[src/rtl/aes_128_pkg.sv]
// rtl/aes_128_pkg.sv - shared widths, defaults and requester IDs for the AES-128 scheduler
package aes_128_pkg;

  localparam int AES_BLK_W     = 128;
  localparam int AES_ISSUE_GAP = 4;
  localparam int AES_TAG_DEPTH = 4;

  typedef logic req_id_t;

  localparam req_id_t REQ_ID0 = 1'b0;
  localparam req_id_t REQ_ID1 = 1'b1;

endpackage

[src/rtl/aes_128_tag_fifo.sv]
// rtl/aes_128_tag_fifo.sv - in-order requester-ID FIFO for blocks in flight through the core
module aes_128_tag_fifo
  import aes_128_pkg::*;
#(
  parameter int DEPTH = 4
) (
  input  logic                     clk,
  input  logic                     rst_n,
  input  logic                     push,
  input  req_id_t                  push_id,
  input  logic                     pop,
  output req_id_t                  pop_id,
  output logic                     empty,
  output logic                     full,
  output logic [$clog2(DEPTH):0]   count
);

  localparam int PTR_W = $clog2(DEPTH);

  req_id_t          mem [DEPTH];
  logic [PTR_W-1:0] wr_ptr;
  logic [PTR_W-1:0] rd_ptr;
  logic             do_push;
  logic             do_pop;

  assign empty   = (count == '0);
  assign full    = (count == (PTR_W+1)'(DEPTH));
  assign do_push = push & ~full;
  assign do_pop  = pop & ~empty;
  assign pop_id  = mem[rd_ptr];

  // Pointers wrap naturally because DEPTH is a power of two.
  always_ff @(posedge clk or negedge rst_n) begin
    if (!rst_n) begin
      wr_ptr <= '0;
      rd_ptr <= '0;
      count  <= '0;
    end else begin
      if (do_push) wr_ptr <= wr_ptr + 1'b1;
      if (do_pop)  rd_ptr <= rd_ptr + 1'b1;
      case ({do_push, do_pop})
        2'b10:   count <= count + 1'b1;
        2'b01:   count <= count - 1'b1;
        default: count <= count;
      endcase
    end
  end

  // Entry contents are meaningless until pushed, so storage carries no reset.
  always_ff @(posedge clk) begin
    if (do_push) mem[wr_ptr] <= push_id;
  end

endmodule

[src/rtl/aes_128_req_sched.sv]
// rtl/aes_128_req_sched.sv - round-robin, gap-enforcing issue scheduler sharing one AES-128 core
module aes_128_req_sched
  import aes_128_pkg::*;
#(
  parameter int ISSUE_GAP = AES_ISSUE_GAP,
  parameter int TAG_DEPTH = AES_TAG_DEPTH
) (
  input  logic                 clk,
  input  logic                 kill_n,
  input  logic [AES_BLK_W-1:0] req0_data,
  input  logic                 req0_valid,
  output logic                 req0_ready,
  input  logic [AES_BLK_W-1:0] req1_data,
  input  logic                 req1_valid,
  output logic                 req1_ready,
  input  logic                 key_ready,
  output logic [AES_BLK_W-1:0] core_in_data,
  output logic                 core_in_en,
  input  logic [AES_BLK_W-1:0] core_out_data,
  input  logic                 core_out_en,
  output logic [AES_BLK_W-1:0] rsp0_data,
  output logic                 rsp0_valid,
  output logic [AES_BLK_W-1:0] rsp1_data,
  output logic                 rsp1_valid,
  output logic                 busy,
  output logic                 tag_err_pulse
);

  localparam int GAP_W = (ISSUE_GAP > 1) ? $clog2(ISSUE_GAP) : 1;
  localparam int CNT_W = $clog2(TAG_DEPTH) + 1;

  logic [GAP_W-1:0] gap_cnt;
  logic [CNT_W-1:0] inflight;
  req_id_t          last;
  req_id_t          grant;
  req_id_t          head_id;
  logic             fifo_empty;
  logic             fifo_full;
  logic             xfer;
  logic             pop;

  always_comb begin
    grant = REQ_ID0;
    if (req0_valid && req1_valid) grant = ~last;
    else if (req1_valid)          grant = REQ_ID1;
  end

  // kill_n gates the grant so nothing is accepted while reset is held.
  assign xfer       = kill_n & key_ready & (gap_cnt == '0) & ~fifo_full & (req0_valid | req1_valid);
  assign req0_ready = xfer & (grant == REQ_ID0);
  assign req1_ready = xfer & (grant == REQ_ID1);
  assign pop        = core_out_en & ~fifo_empty;
  assign busy       = (inflight != '0) | core_in_en;

  always_ff @(posedge clk or negedge kill_n) begin
    if (!kill_n) begin
      core_in_data <= '0;
      core_in_en   <= 1'b0;
      gap_cnt      <= '0;
      last         <= REQ_ID1;
    end else begin
      core_in_en <= xfer;
      if (xfer) begin
        core_in_data <= (grant == REQ_ID1) ? req1_data : req0_data;
        last         <= grant;
        gap_cnt      <= GAP_W'(ISSUE_GAP - 1);
      end else if (gap_cnt != '0) begin
        gap_cnt <= gap_cnt - 1'b1;
      end
    end
  end

  // Results come back in issue order, so the FIFO head always names the owner.
  always_ff @(posedge clk or negedge kill_n) begin
    if (!kill_n) begin
      rsp0_data     <= '0;
      rsp0_valid    <= 1'b0;
      rsp1_data     <= '0;
      rsp1_valid    <= 1'b0;
      tag_err_pulse <= 1'b0;
    end else begin
      rsp0_valid    <= pop & (head_id == REQ_ID0);
      rsp1_valid    <= pop & (head_id == REQ_ID1);
      tag_err_pulse <= core_out_en & fifo_empty;
      if (pop && head_id == REQ_ID0) rsp0_data <= core_out_data;
      if (pop && head_id == REQ_ID1) rsp1_data <= core_out_data;
    end
  end

  aes_128_tag_fifo #(
    .DEPTH(TAG_DEPTH)
  ) u_tag_fifo (
    .clk    (clk),
    .rst_n  (kill_n),
    .push   (xfer),
    .push_id(grant),
    .pop    (pop),
    .pop_id (head_id),
    .empty  (fifo_empty),
    .full   (fifo_full),
    .count  (inflight)
  );

endmodule
[config.mk]
export PLATFORM = sky130hd
export DESIGN_NAME = aes_128_req_sched
export DESIGN_NICKNAME = d
export VERILOG_FILES = /design/src/rtl/aes_128_pkg.sv /design/src/rtl/aes_128_tag_fifo.sv /design/src/rtl/aes_128_req_sched.sv
export SDC_FILE = /design/constraint.sdc
export NUM_CORES = 1
export LEC_CHECK = 0
export CAP_MARGIN = 5
export CORE_AREA = 3 3 302 304
export CTS_BUF_LIST = sky130_fd_sc_hd__clkbuf_4 sky130_fd_sc_hd__clkbuf_8
export DETAILED_ROUTE_END_ITERATION = 16
export DIE_AREA = 0 0 305 307
export MAX_ROUTING_LAYER = met4
export PLACE_DENSITY = 0.49
export SYNTH_ARGS = -nofsm -noshare
export SYNTH_HDL_FRONTEND = slang
export SYNTH_SLANG_ARGS = --single-unit
[constraint.sdc]
create_clock -name clk -period 6.2 [get_ports clk]
set_clock_uncertainty 0.1 [all_clocks]
set_input_delay 1.55 -clock clk [delete_from_list [all_inputs] [get_ports clk]]
set_output_delay 1.55 -clock clk [all_outputs]
set_load 0.01 [all_outputs]
==> metrics.txt <==
outcome finished clean; R2R cell count 7; setup tns final 0 ps; Vias per Instance 3.84; maximum vdd drop 0.201 mV; Synth top area share 0.578; row cnt 109; Antenna Nets Post-Route 0; Critical Path Sink req0_ready; syn_nets 1418; CP startpoint kind input pin; via count 11800; GRT Total Usage 0.129; Req. time, crit path 4550 ps; power density cells 505 nW/um^2; CTS H-tree depth 3; CP Max Fanout 4; Reg2Reg Launch Point gap_cnt[0]; gr ovfl total 0; Relative slew margins 0.307; die height 307 microns; vias in the first global route 13400; CTS root buffer clkbuf_8; global-route wire length before repair 88200 microns; Slew @ Worst Pin 1040 ps; flop-to-flop setup slack 2850 ps; final worst slack 1220 ps; Die Wd 305 microns; Post-CTS Hold Fix Bufs 0; final hold violations 0; WL per Instance 19.6 microns; Placed Cells 2923; Final setup viols 0; final worst path period need 4980 ps; RSZ-0062 raised after global routing false; CTS tree done; HPWL after DPL 44300 microns; DP Worst Slack 1150 ps; CTS Sinks 402; pin count of the biggest net entering global routing 138; drt drc 0; layout net count 2236; max-slew violations 0; Worst Path Arrival 3330 ps; share of layout cells above drive strength 1 0.352; simple-gate share of the synthesized area 0.00633; cells after synthesis 1021; Cell Area, Synth 17200 sq um; clk slew on worst S/H paths 50 ps; DRT Pass-1 Iters 4; fin cells 3072; Synth Area in XOR/XNOR 0.00357; Resized Gates After CTS 0; PortBufs 780; syn avg cell area 16.8 sq um; Leak 11.4 nW; Final Total Pwr 14.0 mW; Post-CTS Setup Inserts 0; capture point of the worst reg-to-reg path core_in_data[20]; Compound-Gate Fraction of Synth Area 0.00146; yosys warns 0; sequential area share after synthesis 0.586; number of DRC markers in iteration 0 381; endpoint class of the critical path primary output; Final Cycle Share 0.803; clock buffer depth 3; largest family of logic cells by synthesized area multiplexers; Final Hold Slack 381 ps; Die ar. 93600 sq um; CP Launch Point req0_valid; max-cap violation count 0; Initial Util 0.194; area of the core 88500 sq um; Synth area leader dfrtp_1; crit path kind in2out; Netlist cell types 32; routability cong. 0.771; Area growth, synth to finish 61.9%; CTS buffer count 79; Adder-Cell Fraction of Synth Area 0.00553; fmax 201 MHz; Total Wirelength 60100 microns; HP Class reg2reg; mux cell area share after synthesis 0.361; leading post-synthesis cells by cell area dfrtp_1 (58%), mux2_2 (26%), mux2_4 (8.7%); Worst-Skew Late Latency 640 ps; post-synthesis register bit count 402; IO Count 781; initial antenna violation count 9
-- worst min path at each step --
| stage | from | to | slack [ps] | cells past startpoint |
|---|---|---|---|---|
| floorplan | u_tag_fifo.rd_ptr[1] | u_tag_fifo.rd_ptr[1] | 350 | 1 |
| CTS | u_tag_fifo.rd_ptr[1] | u_tag_fifo.rd_ptr[1] | 390 | 1 |
| detailed placement | u_tag_fifo.rd_ptr[1] | u_tag_fifo.rd_ptr[1] | 370 | 1 |
| global route | rsp0_data[58] | rsp0_data[58] | 420 | 1 |
| global placement | u_tag_fifo.rd_ptr[1] | u_tag_fifo.rd_ptr[1] | 370 | 1 |
| finish | u_tag_fifo.rd_ptr[1] | u_tag_fifo.rd_ptr[1] | 380 | 1 |
-- cells in the mapped netlist --
master / count
buf_4: 2
fa_1: 1
or4_1: 1
edfxtp_1: 4
xnor2_1: 4
nand2_1: 4
mux4_2: 1
dfstp_2: 1
inv_1: 9
inv_2: 1
mux2_4: 100
o31ai_2: 1
dfrtp_1: 397
and2_1: 5
nand2_2: 1
nor4b_1: 1
nor2_4: 1
clkbuf_1: 3
nand3_1: 1
mux2_1: 11
nor3_1: 1
buf_2: 26
mux2_2: 404
buf_6: 5
nor2_1: 3
buf_12: 11
nor3b_1: 1
o21ai_0: 1
a21boi_1: 1
ha_1: 6
buf_8: 10
xor2_1: 3
-- layer usage --
layer	share of wire	global-route usage
met1	0.38	0.139
met2	0.49	0.215
met3	0.095	0.0552
met4	0.028	0.0392
met5	0	-
-- power by group --
group	internal, mW	total, mW	switching, mW
clock network	1.74	2.96	1.22
registers	3.96	4.68	0.718
logic	3.98	6.41	2.43
-- worst max-delay path, cell delays in order --
cell and delay [ps]:
clkdlybuf4s50_1 520, nor2_1 80, nor3_2 260, inv_1 150, nor2_1 120, clkdlybuf4s50_1 640
-- registers in the layout (all words and copies together), names as in the netlist --
name,cells
core_in_data,128
core_in_en,1
gap_cnt,2
last,1
rsp0_data,128
rsp0_valid,1
rsp1_data,128
rsp1_valid,1
tag_err_pulse,1
u_tag_fifo.count,3
u_tag_fifo.mem,4
u_tag_fifo.rd_ptr,2
u_tag_fifo.wr_ptr,2
-- through the flow --
step                area [sq um]  utilization
detailed placement         26100        0.294
finish                     27800        0.314
global placement           26100        0.294
global route               27800        0.314
CTS                        27800        0.314
floorplan                  17200            -
-- area by class of cell --
class                   count  area (sq um)
clock buffers             124          1530
fillers                  8798         60700
well taps                1165          1460
flip-flops and latches    402         10100
multi-input cells         552          6520
diodes                      8          20.0
repair buffers            794          7970
inverters                  10          37.5
clock inverters            17           219
-- cells in the final DEF, fill, tap and decap left out, types with 6 or more instances in the layout --
cell type,Yosys,routed
mux2_4,100,100
diode_2,0,8
mux2_1,11,11
clkbuf_8,0,96
clkbuf_4,0,28
inv_1,9,9
mux2_2,404,404
clkinv_2,0,7
clkdlybuf4s50_1,0,779
dfrtp_1,397,397
buf_4,2,10
ha_1,6,6
-- logic make-up (layout without fill, tap and decap cells) --
| kind of cell | Yosys count | count (layout) |
|---|---|---|
| and+or+nand+nor | 19 | 19 |
| adders and majority gates | 7 | 7 |
| DFF | 402 | 402 |
| other | 0 | 8 |
| xor gates and xnor gates | 7 | 7 |
| muxes | 516 | 516 |
| AOI/OAI and AO/OA | 3 | 3 |
| buffers and inverters | 67 | 945 |
No activity file was read; power rests on OpenSTA's default activity.
